File: src/rtl/sign_mag_add_bcd_pkg.sv
// Shared definitions for the sign-magnitude adder / BCD converter slice.
// Contents:
//   state_t     - FSM state encoding (IDLE, ADD, CONV, LOAD)
//   MAG_W       - operand magnitude width
//   SUM_W       - result magnitude width
//   N_DIGITS    - number of BCD digits produced
//   N_ITER      - number of double-dabble iterations
//   SHIFT_W     - width of the combined BCD/binary shift register
//   SIGN_NEG    - sign code shown on the display for a negative result
//   SIGN_POS    - sign code shown on the display for a non-negative result
//   dabble_adj  - add-3 correction applied to one BCD nibble
package sign_mag_pkg;

  typedef enum logic [1:0] {
    IDLE = 2'd0,
    ADD  = 2'd1,
    CONV = 2'd2,
    LOAD = 2'd3
  } state_t;

  localparam int MAG_W    = 7;
  localparam int SUM_W    = 8;
  localparam int N_DIGITS = 3;
  localparam int N_ITER   = 8;
  localparam int SHIFT_W  = N_DIGITS * 4 + SUM_W;

  localparam logic [3:0] SIGN_NEG = 4'b0001;
  localparam logic [3:0] SIGN_POS = 4'b0000;

  // A nibble of 5 or more would exceed 9 after the next doubling, so
  // pre-add 3 to make the shift carry into the next decimal digit.
  function automatic logic [3:0] dabble_adj(input logic [3:0] d);
    logic [3:0] r;
    if (d >= 4'd5) begin
      r = d + 4'd3;
    end else begin
      r = d;
    end
    return r;
  endfunction

endpackage

File: src/rtl/sign_mag_add_bcd_if.sv
// Request/result bundle between the operand source and the adder/BCD stage.
// Signals:
//   start       - request pulse, sampled only while the stage is idle
//   a, b        - sign-magnitude operands (bit 7 sign, bits 6:0 magnitude)
//   busy        - stage is working on a request
//   done        - one-cycle pulse when new digits are loaded
//   bcd0..bcd3  - ones digit, tens digit, sign code, hundreds digit
// Modports: master drives the request, slave is the adder/BCD stage.
interface sign_mag_add_bcd_if;
  logic       start;
  logic [7:0] a;
  logic [7:0] b;
  logic       busy;
  logic       done;
  logic [3:0] bcd0;
  logic [3:0] bcd1;
  logic [3:0] bcd2;
  logic [3:0] bcd3;

  modport master (
    output start, a, b,
    input  busy, done, bcd0, bcd1, bcd2, bcd3
  );

  modport slave (
    input  start, a, b,
    output busy, done, bcd0, bcd1, bcd2, bcd3
  );
endinterface

File: src/rtl/sign_mag_add_bcd_add.sv
// Combinational 8+8 sign-magnitude adder.
// Ports:
//   a, b     in  8  operands (bit 7 sign, bits 6:0 magnitude)
//   sign_o   out 1  result sign, forced to 0 when the magnitude is 0
//   mag_o    out 8  result magnitude, 0..254
module sign_mag_add
  import sign_mag_pkg::*;
(
  input  logic [7:0]       a,
  input  logic [7:0]       b,
  output logic             sign_o,
  output logic [SUM_W-1:0] mag_o
);

  logic             sa_s;
  logic             sb_s;
  logic [MAG_W-1:0] ma_s;
  logic [MAG_W-1:0] mb_s;
  logic [SUM_W-1:0] sum_s;
  logic             sign_raw_s;

  assign sa_s = a[7];
  assign sb_s = b[7];
  assign ma_s = a[MAG_W-1:0];
  assign mb_s = b[MAG_W-1:0];

  // Add magnitudes on equal signs, otherwise subtract smaller from larger.
  always_comb begin
    sum_s      = {SUM_W{1'b0}};
    sign_raw_s = 1'b0;
    if (sa_s == sb_s) begin
      sum_s      = {1'b0, ma_s} + {1'b0, mb_s};
      sign_raw_s = sa_s;
    end else if (ma_s > mb_s) begin
      sum_s      = {1'b0, ma_s - mb_s};
      sign_raw_s = sa_s;
    end else begin
      sum_s      = {1'b0, mb_s - ma_s};
      sign_raw_s = sb_s;
    end
  end

  // A zero result is never negative (covers -0 operands and x + -x).
  assign mag_o  = sum_s;
  assign sign_o = sign_raw_s & (sum_s != {SUM_W{1'b0}});

endmodule

File: src/rtl/sign_mag_add_bcd.sv
// Sequential sign-magnitude adder with double-dabble binary-to-BCD
// conversion, feeding a 4-digit seven-segment display multiplexer.
// Ports:
//   clk    in  system clock, rising edge
//   rst_n  in  asynchronous active-low reset
//   bus    slave side of sign_mag_add_bcd_if (start/a/b in,
//          busy/done/bcd0..bcd3 out, all outputs registered)
// Outputs hold the previous result while a new one is being computed.
module sign_mag_add_bcd
  import sign_mag_pkg::*;
(
  input  logic         clk,
  input  logic         rst_n,
  sign_mag_add_bcd_if.slave bus
);

  localparam logic [2:0] LAST_ITER = 3'(N_ITER - 1);

  state_t             state_r;
  logic [7:0]         a_r;
  logic [7:0]         b_r;
  logic               sign_r;
  logic [SHIFT_W-1:0] shift_r;
  logic [2:0]         iter_r;
  logic               busy_r;
  logic               done_r;
  logic [3:0]         bcd0_r;
  logic [3:0]         bcd1_r;
  logic [3:0]         bcd2_r;
  logic [3:0]         bcd3_r;

  logic               sum_sign_s;
  logic [SUM_W-1:0]   sum_mag_s;
  logic [SHIFT_W-1:0] adj_s;
  logic [SHIFT_W-1:0] shifted_s;

  sign_mag_add u_add (
    .a      (a_r),
    .b      (b_r),
    .sign_o (sum_sign_s),
    .mag_o  (sum_mag_s)
  );

  // Add-3 correction on the three BCD nibbles, then shift left by one.
  always_comb begin
    adj_s         = shift_r;
    adj_s[19:16]  = dabble_adj(shift_r[19:16]);
    adj_s[15:12]  = dabble_adj(shift_r[15:12]);
    adj_s[11:8]   = dabble_adj(shift_r[11:8]);
    shifted_s     = {adj_s[SHIFT_W-2:0], 1'b0};
  end

  // Control FSM with operand, shift, counter and output registers.
  always_ff @(posedge clk or negedge rst_n) begin
    if (!rst_n) begin
      state_r <= IDLE;
      a_r     <= 8'h00;
      b_r     <= 8'h00;
      sign_r  <= 1'b0;
      shift_r <= {SHIFT_W{1'b0}};
      iter_r  <= 3'd0;
      busy_r  <= 1'b0;
      done_r  <= 1'b0;
      bcd0_r  <= 4'h0;
      bcd1_r  <= 4'h0;
      bcd2_r  <= 4'h0;
      bcd3_r  <= 4'h0;
    end else begin
      done_r <= 1'b0;
      case (state_r)
        IDLE: begin
          if (bus.start) begin
            a_r     <= bus.a;
            b_r     <= bus.b;
            busy_r  <= 1'b1;
            state_r <= ADD;
          end else begin
            busy_r  <= 1'b0;
            state_r <= IDLE;
          end
        end
        ADD: begin
          shift_r <= {{(SHIFT_W - SUM_W){1'b0}}, sum_mag_s};
          sign_r  <= sum_sign_s;
          iter_r  <= 3'd0;
          state_r <= CONV;
        end
        CONV: begin
          shift_r <= shifted_s;
          if (iter_r == LAST_ITER) begin
            state_r <= LOAD;
          end else begin
            iter_r  <= iter_r + 3'd1;
          end
        end
        LOAD: begin
          bcd0_r  <= shift_r[11:8];
          bcd1_r  <= shift_r[15:12];
          bcd3_r  <= shift_r[19:16];
          // sign_r is already cleared for a zero magnitude by the adder.
          bcd2_r  <= sign_r ? SIGN_NEG : SIGN_POS;
          done_r  <= 1'b1;
          busy_r  <= 1'b0;
          state_r <= IDLE;
        end
        default: begin
          busy_r  <= 1'b0;
          state_r <= IDLE;
        end
      endcase
    end
  end

  assign bus.busy = busy_r;
  assign bus.done = done_r;
  assign bus.bcd0 = bcd0_r;
  assign bus.bcd1 = bcd1_r;
  assign bus.bcd2 = bcd2_r;
  assign bus.bcd3 = bcd3_r;

endmodule

File: src/flat_wrapper.sv
// flat-port wrapper written by rule: the top's interface ports become plain ports
module sign_mag_add_bcd_flat import sign_mag_pkg::*;
  (clk, rst_n, bus_start, bus_a, bus_b, bus_busy, bus_done, bus_bcd0, bus_bcd1, bus_bcd2, bus_bcd3);
  sign_mag_add_bcd_if bus_i ();
  input  logic clk;
  input  logic rst_n;
  input wire logic [$bits(bus_i.start)-1:0] bus_start;
  input wire logic [$bits(bus_i.a)-1:0] bus_a;
  input wire logic [$bits(bus_i.b)-1:0] bus_b;
  output wire logic [$bits(bus_i.busy)-1:0] bus_busy;
  output wire logic [$bits(bus_i.done)-1:0] bus_done;
  output wire logic [$bits(bus_i.bcd0)-1:0] bus_bcd0;
  output wire logic [$bits(bus_i.bcd1)-1:0] bus_bcd1;
  output wire logic [$bits(bus_i.bcd2)-1:0] bus_bcd2;
  output wire logic [$bits(bus_i.bcd3)-1:0] bus_bcd3;
  assign bus_i.start = bus_start;
  assign bus_i.a = bus_a;
  assign bus_i.b = bus_b;
  assign bus_busy = bus_i.busy;
  assign bus_done = bus_i.done;
  assign bus_bcd0 = bus_i.bcd0;
  assign bus_bcd1 = bus_i.bcd1;
  assign bus_bcd2 = bus_i.bcd2;
  assign bus_bcd3 = bus_i.bcd3;
  sign_mag_add_bcd u_core (.clk(clk), .rst_n(rst_n), .bus(bus_i));
endmodule
File: config.mk
export PLATFORM = sky130hd
export DESIGN_NAME = sign_mag_add_bcd_flat
export DESIGN_NICKNAME = d
export VERILOG_FILES = /design/src/rtl/sign_mag_add_bcd_pkg.sv /design/src/rtl/sign_mag_add_bcd_if.sv /design/src/rtl/sign_mag_add_bcd_add.sv /design/src/rtl/sign_mag_add_bcd.sv /design/src/flat_wrapper.sv
export SDC_FILE = /design/constraint.sdc
export NUM_CORES = 1
export LEC_CHECK = 0
export CORE_MARGIN = 5
export CORE_UTILIZATION = 35
export DETAILED_ROUTE_END_ITERATION = 7
export HOLD_SLACK_MARGIN = 0.03
export PLACE_DENSITY = 0.64
export SYNTH_ARGS = -nofsm -noshare
export SYNTH_HDL_FRONTEND = slang
export SYNTH_HIERARCHICAL = 1
export SYNTH_SLANG_ARGS = --single-unit
File: constraint.sdc
create_clock -name clk -period 3.4 [get_ports clk]
set_input_delay 0.68 -clock clk [delete_from_list [all_inputs] [get_ports clk]]
set_output_delay 0.68 -clock clk [all_outputs]
set_load 0.02 [all_outputs]
==> results_dict.tcl, run 1 <==
set metrics [dict create \
    port-buffer-count 33 \
    synthDominantAreaCellType "sky130_fd_sc_hd__dfrtp_1" \
    largest_voltage_drop_on_the_vdd_net_uv 531 \
    cpPeakStageDelay_ns 0.49 \
    yosys_warnings 6 \
    clock_insertion_delay_worst_skew_ns 0.34 \
    fmaxAchievable_mhz 332 \
    synth_top_area_share_pct 38.8 \
    grt_start_max_net_pins 58 \
    die_width_um 112 \
    finalSetupTns_ns 0 \
    wirelength_mm 7.23 \
    antenna_cells 0 \
    tritoncts_num_sinks 57 \
    finalCritPeriodShare_pct 88.7 \
    initial_utilization_pct 35.8 \
    synth.avg_cell_area_um2 10.7 \
    synth_ff_type "sky130_fd_sc_hd__dfrtp_1" \
    via_per_inst 5.09 \
    placeableCoreArea_um2 10300 \
    synth_cells 344 \
    place_ws_ns 0.379 \
    rows 37 \
    final_common_cell "sky130_fd_sc_hd__dfrtp_1" \
    timing.critical_path.fanout_max 8 \
    rsz_0062_raised_after_global_routing "no" \
    grt_overflow_total 0 \
    final-max-slew-violation-count 0 \
    regToRegStartpoint "u_core/a_r[1]" \
    first_global_vias 2685 \
    critical-path-slowest-cell "sky130_fd_sc_hd__dfrtp_1" \
    powerDensity_nw_per_um2 1110 \
    cap_viol_max_count 0 \
    p_leak_nw 1.97 \
    layout_area_growth_over_synthesis_pct 18.0 \
    ff2ff_path_depth 11 \
    dp.final_hpwl_mm 5.24 \
    postCtsSetupRepairBufs 0 \
    r2r-end "u_core/sign_r" \
    ys_ff_latch 57 \
    worst_ep_required_time_ns 3.62 \
    buffer_depth_of_the_longest_clock_path 2 \
    timing.critical_path.cells "inv_1 -> ha_1 -> nor2b_1 -> o31a_1 -> o21ai_4 -> nor3_2 -> a211o_4 -> xnor2_2 -> nor4b_2 -> a21oi_1 -> mux2_1" \
    clock-skew-final_ns 0.00415 \
    root_buffer "sky130_fd_sc_hd__clkbuf_8" \
    first_iter_violations 101 \
    remaining_drc_errors 0 \
    crit_arrival_ns 3.24 \
    rrSetupSlack_ns 0.38 \
    synth-async-reset-ratio_pct 100 \
    ys_seq_area_share_pct 38.8 \
    synth.lib_cells_used.distinct 59 \
    dr.pass1.iters 4 \
    status "finished clean" \
    syn_area_um2 3670 \
    min_period_ns 3.02 \
    initial_antenna_violation_count 0 \
    dieArea_um2 12600 \
    worstHoldPathType "in2async" \
    finalNonFillerCells 519 \
    die-height_um 112 \
    tritoncts "yes" \
    place.gp.congestion 0.856 \
    num_io_pins 37 \
    layout_common_cells "sky130_fd_sc_hd__dfrtp_1 (57), sky130_fd_sc_hd__inv_1 (35), sky130_fd_sc_hd__ha_1 (35)" \
    critical_path_end_type "flip-flop" \
    ant_nets 0 \
    number_of_synthesized_flops_with_an_enable_pin 0 \
    final-hold-violation-count 0 \
    grt_first_pass_wirelength_mm 12.7 \
    setup.worst_path.class "reg2reg" \
    worst_pin_slew_ns 0.811 \
    cts_repair_resize_count 0 \
    cts.clk_slew.worst_paths_ns 0.07 \
    ctsHoldBuffers 0 \
    dr_total_vias 2643 \
    global_route.usage.total_pct 12.2 \
    setup_slack_ns 0.384 \
    worstSetupStartpointType "flip-flop" \
    finalSetupViolations 0 \
    numCtsBuffers 9 \
    drive_gt1_share_pct 10.7 \
    synth_area_leaders "sky130_fd_sc_hd__dfrtp_1 (39%), sky130_fd_sc_hd__ha_1 (12%), sky130_fd_sc_hd__mux2_1 (6.7%)" \
    fillers 1011 \
    detail_route.wl_per_cell_um 13.9 \
    maxSlewHeadroom_pct 45.9 \
    cts-htree-levels 3 \
    dpl.cell_count 504 \
    final_nets 436 \
]
[worst max-delay path by stage]
| stage | slack, ns | from | depth (start not counted) | end |
|---|---|---|---|---|
| floorplan | 0.59 | u_core/a_r[1] | 11 | u_core/sign_r |
| global placement | 0.49 | u_core/a_r[1] | 11 | u_core/sign_r |
| detailed placement | 0.38 | u_core/a_r[1] | 11 | u_core/sign_r |
| CTS | 0.36 | u_core/a_r[1] | 11 | u_core/sign_r |
| global route | 0.18 | u_core/a_r[1] | 11 | u_core/sign_r |
| finish | 0.38 | u_core/a_r[1] | 11 | u_core/sign_r |
[metal layers]
| metal | share of wire [%] | vias to the layer above | routed length (um) | track usage (%) |
|---|---|---|---|---|
| met5 | 0 | - | 0 | 0 |
| li1 | - | 1286 | - | - |
| met1 | 46 | 1281 | 3320 | 15.1 |
| met4 | 1.6 | 0 | 116 | 4.49 |
| met3 | 3.9 | 13 | 283 | 3.34 |
| met2 | 49 | 63 | 3510 | 20.2 |
[critical path, delay by kind of cell, from the launching register on]
family	cells	cell delay (ns)
flops	1	0.49
xor+xnor	1	0.14
simple gates	3	0.51
compound gates	4	0.98
buf+inv	1	0.12
mux	1	0.30
fa+ha+maj	1	0.35
[power by group]
part | internal (W) | switching [W] | leakage, nW
clock | 0.000480 | 0.000278 | 0.115
sequential | 0.000909 | 0.000210 | 0.727
combinational | 0.00132 | 0.00163 | 1.12
total | 0.00271 | 0.00212 | 1.97
[through the flow]
step | utilization [%] | hold slack [ns] | cell area [um2] | power [W]
final | 42.2 | 0.481 | 4340 | 0.00483
after CTS | 42.2 | 0.492 | 4340 | 0.00486
after detailed placement | 40.0 | 0.475 | 4110 | 0.00407
after global routing | 42.2 | 0.509 | 4340 | 0.00525
after floorplan | - | 0.384 | 3680 | 0.00347
after global placement | 40.0 | 0.467 | 4110 | 0.00402
[synthesized netlist by cell type (4+ instances only)]
cell                       count
sky130_fd_sc_hd__dfrtp_1      57
sky130_fd_sc_hd__ha_1         35
sky130_fd_sc_hd__inv_1        35
sky130_fd_sc_hd__mux2_1       22
sky130_fd_sc_hd__a21oi_1      20
sky130_fd_sc_hd__nor2_1       15
sky130_fd_sc_hd__o21ai_1      13
sky130_fd_sc_hd__nand3_1      12
sky130_fd_sc_hd__mux2_4       10
sky130_fd_sc_hd__mux2i_1       8
sky130_fd_sc_hd__xnor2_1       8
sky130_fd_sc_hd__a211o_1       7
sky130_fd_sc_hd__nand2_1       7
sky130_fd_sc_hd__nand2b_1      7
sky130_fd_sc_hd__buf_2         6
sky130_fd_sc_hd__buf_4         6
sky130_fd_sc_hd__o221ai_1      6
sky130_fd_sc_hd__o22ai_1       5
sky130_fd_sc_hd__nand3b_1      4
sky130_fd_sc_hd__o31ai_1       4
[cell type report]
class | instances | area, um2 | area share, %
timing repair buffer | 37 | 355 | 8.19
clock inverter | 6 | 108 | 2.48
inverter | 36 | 135 | 3.12
tap | 136 | 170 | 3.92
sequential | 57 | 1430 | 32.9
clock buffer | 9 | 124 | 2.86
multi-input combinational | 238 | 2020 | 46.6
[registers in the layout (all words and copies together) (netlist names)]
signal and cells:
u_core/shift_r 20, u_core/b_r 8, u_core/bus.bcd1 4, u_core/bus.busy 1, u_core/sign_r 1, u_core/bus.done 1
u_core/iter_r 3, u_core/bus.bcd0 4, u_core/bus.bcd2 1, u_core/state_r 2, u_core/a_r 8, u_core/bus.bcd3 4
[cells by family (layout without fill, tap and decap cells)]
kind of cell,count (synthesis),after routing,share of synthesized area [%]
xor+xnor,10,10,2.79
buf+inv,51,88,6.43
compound gates,80,80,15.0
mux,40,40,13.0
simple gates,67,67,10.2
other cells,1,3,0.102
fa+ha+maj,38,38,13.6
flops,57,57,38.8
Note: power is estimated with default switching activity, not from simulation.
==> inputs of run 2 (changes only) <==
GPL_ROUTABILITY_DRIVEN = 0   (was default)
SLEW_MARGIN = 20   (was default)
==> results_dict.tcl, run 2 (synthesis results as in run 1) <==
set metrics [dict create \
    worstSetupStartpointType "flip-flop" \
    finalSetupViolations 0 \
    placeableCoreArea_um2 10300 \
    die_width_um 112 \
    root_buffer "sky130_fd_sc_hd__clkbuf_8" \
    initial_utilization_pct 35.8 \
    dp.final_hpwl_mm 5.24 \
    route.layer.met1.wl_mm 3.19 \
    port-buffer-count 33 \
    finalSetupTns_ns 0 \
    first_iter_violations 78 \
    met3RoutedLength_um 374 \
    drive_gt1_share_pct 10.4 \
    clock_insertion_delay_worst_skew_ns 0.34 \
    status "finished clean" \
    final_util_pct 42.3 \
    crit_arrival_ns 3.22 \
    largest_reg_flops 20 \
    setup_slack_ns 0.398 \
    dieArea_um2 12600 \
    tritoncts_num_sinks 57 \
    final_nets 435 \
    worst_ep_required_time_ns 3.62 \
    numCtsBuffers 9 \
    die-height_um 112 \
    dr_total_vias 2611 \
    maxSlewHeadroom_pct 39.2 \
    cap_viol_max_count 0 \
    fillers 1022 \
    rows 37 \
    cts.clk_slew.worst_paths_ns 0.06 \
    finalNonFillerCells 519 \
    finalCritPeriodShare_pct 88.3 \
    critical_path_end_type "flip-flop" \
    worstHoldPathType "in2async" \
    ant_nets 0 \
    via_per_inst 5.03 \
    p_leak_nw 1.97 \
    grt_first_pass_wirelength_mm 12.4 \
    layout_area_growth_over_synthesis_pct 18.2 \
    place_ws_ns 0.370 \
    largest_voltage_drop_on_the_vdd_net_uv 567 \
    fmaxAchievable_mhz 333 \
    remaining_drc_errors 0 \
    power_w 0.00481 \
    cts_repair_resize_count 0 \
    antenna_cells 0 \
    detailroute.wirelength.met2_mm 3.51 \
    initial_antenna_violation_count 0 \
    global_route.usage.total_pct 11.9 \
    final-max-slew-violation-count 0 \
    buffer_depth_of_the_longest_clock_path 2 \
    postCtsSetupRepairBufs 0 \
    setup.worst_path.class "reg2reg" \
    ctsHoldBuffers 0 \
    final_common_cell "sky130_fd_sc_hd__dfrtp_1" \
    max_flop_register "u_core/shift_r" \
    num_io_pins 37 \
    grt_start_max_net_pins 39 \
    dpl.cell_count 503 \
    timing.critical_path.fanout_max 8 \
    largest_registers "u_core/shift_r x20, u_core/a_r x8, u_core/b_r x8" \
    grt_overflow_total 0 \
    ff2ff_path_depth 11 \
    layout_common_cells "sky130_fd_sc_hd__dfrtp_1 (57), sky130_fd_sc_hd__inv_1 (35), sky130_fd_sc_hd__ha_1 (35)" \
    cts-htree-levels 3 \
    final-hold-violation-count 0 \
    worst_pin_slew_ns 0.911 \
    dr.max_layer_used "met4" \
    powerDensity_nw_per_um2 1110 \
    min_period_ns 3.00 \
    dr.pass1.iters 4 \
    wirelength_mm 7.16 \
    rsz_0062_raised_after_global_routing "no" \
    clock-skew-final_ns 0.00539 \
    tritoncts "yes" \
    detail_route.wl_per_cell_um 13.8 \
    first_global_vias 2628 \
]
## run 2: worst max-delay path, stage by stage, from the launching register on
cell                      delay, ns
sky130_fd_sc_hd__dfrtp_1       0.49
sky130_fd_sc_hd__inv_1         0.13
sky130_fd_sc_hd__ha_1          0.35
sky130_fd_sc_hd__nor2b_1       0.16
sky130_fd_sc_hd__o31a_1        0.28
sky130_fd_sc_hd__o21ai_4       0.25
sky130_fd_sc_hd__nor3_2        0.08
sky130_fd_sc_hd__a211o_4       0.33
sky130_fd_sc_hd__xnor2_2       0.14
sky130_fd_sc_hd__nor4b_2       0.26
sky130_fd_sc_hd__a21oi_1       0.10
sky130_fd_sc_hd__mux2_1        0.29
## run 2: layout make-up
class / count / area (um2) / area share [%]
Clock buffer: 11 / 141 / 3.26
Clock inverter: 5 / 103 / 2.36
Inverter: 36 / 135 / 3.11
Multi-Input combinational cell: 238 / 2020 / 46.5
Sequential cell: 57 / 1430 / 32.8
Tap cell: 136 / 170 / 3.92
Timing Repair Buffer: 36 / 348 / 8.01
## run 2: path summary, 6_finish.rpt
| path | slack [ns] | to | from |
|---|---|---|---|
| max in group asynchronous | 2.26 | u_core/a_r[1] | rst_n |
| min in group clk | 0.48 | u_core/bus.bcd1[2] | u_core/bus.bcd1[2] |
| setup reg to reg | 0.40 | u_core/sign_r | u_core/a_r[1] |
| hold reg to reg | 0.48 | u_core/bus.bcd1[2] | u_core/bus.bcd1[2] |
| hold / removal | 0.28 | u_core/bus.bcd0[3] | rst_n |
| setup / recovery | 0.40 | u_core/sign_r | u_core/a_r[1] |
## run 2: power breakdown
part	switching [W]	total, W	internal [W]
combinational	0.00161	0.00291	0.00130
sequential	0.000209	0.00112	0.000909
clock	0.000277	0.000782	0.000506
## run 2: per-layer routing
layer	up-vias	GRT usage, %
li1	1277	-
met1	1261	14.2
met2	63	20.3
met3	10	3.72
met4	0	3.85
met5	-	0
## run 2: per-stage QoR
stage	hold slack, ns	instance area [um2]
finish	0.280	4340
global route	0.306	4340
CTS	0.275	4340
detailed placement	0.475	4100
global placement	0.467	4100
floorplan	0.384	3680
==> inputs of run 3 (changes only) <==
ABC_AREA = 1   (was default)
HOLD_SLACK_MARGIN = default   (was 0.03)
SLEW_MARGIN = default   (was 20)
==> results_dict.tcl, run 3 <==
set metrics [dict create \
    status "finished clean" \
    largest_voltage_drop_on_the_vdd_net_uv 539 \
    die-height_um 116 \
    tritoncts_num_sinks 57 \
    rsz_0062_raised_after_global_routing "no" \
    via_per_inst 4.76 \
    synth.lib_cells_used.distinct 33 \
    finalCritPeriodShare_pct 69.5 \
    dr_total_vias 3159 \
    critical_path_end_type "flip-flop" \
    p_seq_share_pct 20.9 \
    antenna_cells 0 \
    cap_viol_max_count 0 \
    combinational_share_of_power_pct 62.0 \
    initial_antenna_violation_count 0 \
    cts.clk_slew.worst_paths_ns 0.05 \
    dieArea_um2 13500 \
    synth_cells 485 \
    timing.critical_path.fanout_max 11 \
    ctsHoldBuffers 0 \
    final_nets 576 \
    number_of_synthesized_flops_with_an_enable_pin 0 \
    synth_area_leaders "sky130_fd_sc_hd__dfrtp_1 (36%), sky130_fd_sc_hd__nand2_1 (15%), sky130_fd_sc_hd__ha_1 (11%)" \
    finalSetupTns_ns 0 \
    fmaxAchievable_mhz 423 \
    ys_ff_latch 57 \
    synth-async-reset-ratio_pct 100 \
    clock_insertion_delay_worst_skew_ns 0.33 \
    switchingPower_w 0.00252 \
    switching_share_pct 48.2 \
    global_route.usage.total_pct 13.0 \
    largest_registers "u_core/shift_r x20, u_core/a_r x8, u_core/b_r x8" \
    clockPowerShare_pct 17.1 \
    ant_nets 0 \
    placeableCoreArea_um2 10900 \
    finalSetupViolations 0 \
    crit_arrival_ns 2.59 \
    grt_overflow_total 0 \
    powerDensity_nw_per_um2 1130 \
    worstHoldPathType "reg2reg" \
    detail_route.wl_per_cell_um 12.0 \
    worst_ep_required_time_ns 3.63 \
    first_iter_violations 137 \
    p_leak_nw 2.44 \
    postCtsSetupRepairBufs 0 \
    root_buffer "sky130_fd_sc_hd__clkbuf_16" \
    synthDominantAreaCellType "sky130_fd_sc_hd__dfrtp_1" \
    finalInstanceArea_um2 4630 \
    dr.pass1.iters 4 \
    min_period_ns 2.36 \
    synth_ff_type "sky130_fd_sc_hd__dfrtp_1" \
    final-max-slew-violation-count 0 \
    synthTopCellsByCount "sky130_fd_sc_hd__nand2_1 (154), sky130_fd_sc_hd__inv_1 (60), sky130_fd_sc_hd__dfrtp_1 (57), sky130_fd_sc_hd__nand3_1 (53), sky130_fd_sc_hd__ha_1 (35)" \
    synth.avg_cell_area_um2 8.12 \
    syn_area_um2 3940 \
    buffer_depth_of_the_longest_clock_path 2 \
    wirelength_mm 7.97 \
    tritoncts "yes" \
    clock-skew-final_ns 0.00659 \
    grt_first_pass_wirelength_mm 14.1 \
    max_flop_register "u_core/shift_r" \
    ys_seq_area_share_pct 36.2 \
    largest_reg_flops 20 \
    yosys_warnings 6 \
    setup.worst_path.class "reg2reg" \
    initial_utilization_pct 36.0 \
    worstSetupStartpointType "flip-flop" \
    worst_pin_slew_ns 1.08 \
    power_report.internal_total_w 0.00271 \
    maxSlewHeadroom_pct 28.2 \
    cts_repair_resize_count 0 \
    numCtsBuffers 9 \
    place_ws_ns 1.06 \
    setup_slack_ns 1.04 \
    final_common_cell "sky130_fd_sc_hd__nand2_1" \
    rows 38 \
    layout_area_growth_over_synthesis_pct 17.6 \
    port-buffer-count 33 \
    synthMostInstantiatedCell "sky130_fd_sc_hd__nand2_1" \
    cts-htree-levels 3 \
    synth_top_area_share_pct 36.2 \
    remaining_drc_errors 0 \
    placedInstanceArea_um2 4340 \
    drive_gt1_share_pct 12.4 \
    dp.final_hpwl_mm 6.06 \
    die_width_um 116 \
    final-hold-violation-count 0 \
    finalHoldWorstSlack_ns 0.469 \
    first_global_vias 3163 \
    layout_common_cells "sky130_fd_sc_hd__nand2_1 (154), sky130_fd_sc_hd__inv_1 (60), sky130_fd_sc_hd__dfrtp_1 (57)" \
    grt_start_max_net_pins 49 \
    num_io_pins 37 \
]
[run 3: logic make-up after synthesis]
family	synth area share, %
XOR/XNOR	1.97
adder cells (fa/ha/maj)	12.6
other	0.0952
multiplexers	5.78
buffers and inverters	9.88
AO/OA/AOI/OAI	5.88
AND/OR/NAND/NOR	27.6
flip-flops	36.2
[run 3: routing by layer]
layer  vias up  part of all wire, %  global-route usage, %
met1      1467                   45                   15.7
met3        14                  5.4                   3.78
li1       1605                    -                      -
met2        73                   48                   22.3
met5         -                    0                      0
met4         0                  1.5                   3.94
[run 3: power by group through the flow]
stage	clock network (W)	logic (W)	registers [W]
2_1_floorplan	0	0.00268	0.00108
3_3_place_gp	0	0.00319	0.00109
3_5_place_dp	0	0.00324	0.00110
4_1_cts	0.000919	0.00327	0.00109
5_1_grt	0.000948	0.00372	0.00113
6_report	0.000894	0.00324	0.00109
[run 3: worst paths after layout]
path	from	depth (start not counted)	to	slack, ns
max	u_core/a_r[2]	17	u_core/sign_r	1.04
min	u_core/bus.bcd0[2]	2	u_core/bus.bcd0[2]	0.47
max reg2reg	u_core/a_r[2]	17	u_core/sign_r	1.04
min reg2reg	u_core/bus.bcd0[2]	2	u_core/bus.bcd0[2]	0.47
max in group asynchronous	rst_n	2	u_core/bus.bcd2[0]	2.11
min in group asynchronous	rst_n	1	u_core/bus.bcd0[2]	0.55
[run 3: per-stage QoR]
| step | power, W | instances | utilization, % |
|---|---|---|---|
| finish | 0.00522 | 663 | 42.4 |
| global route | 0.00579 | 663 | 42.4 |
| CTS | 0.00528 | 663 | 42.4 |
| detailed placement | 0.00435 | 648 | 39.7 |
| global placement | 0.00428 | 648 | 39.7 |
| floorplan | 0.00377 | 487 | - |
[run 3: worst max-delay path: stages (launching register included)]
cell	delay, ns
sky130_fd_sc_hd__dfrtp_1	0.39
sky130_fd_sc_hd__inv_1	0.06
sky130_fd_sc_hd__ha_1	0.57
sky130_fd_sc_hd__nand2_1	0.16
sky130_fd_sc_hd__inv_1	0.11
sky130_fd_sc_hd__nand2_1	0.11
sky130_fd_sc_hd__nand2_4	0.09
sky130_fd_sc_hd__nand2_4	0.06
sky130_fd_sc_hd__nand2_4	0.08
sky130_fd_sc_hd__nand2_4	0.08
sky130_fd_sc_hd__nand2_1	0.07
sky130_fd_sc_hd__nand2_1	0.05
sky130_fd_sc_hd__nand2_1	0.08
sky130_fd_sc_hd__nand3_2	0.07
sky130_fd_sc_hd__nor2_2	0.11
sky130_fd_sc_hd__a21oi_2	0.05
sky130_fd_sc_hd__nand2_1	0.07
sky130_fd_sc_hd__nand2_1	0.05
[run 3: area by class of cell]
cell class              instances  area, um2
well taps                     140        175
clock inverters                 5       56.3
multi-input cells             346       2130
flip-flops and latches         57       1430
repair buffers                 35        340
clock buffers                  10        239
fillers                      1106       6300
inverters                      70        263
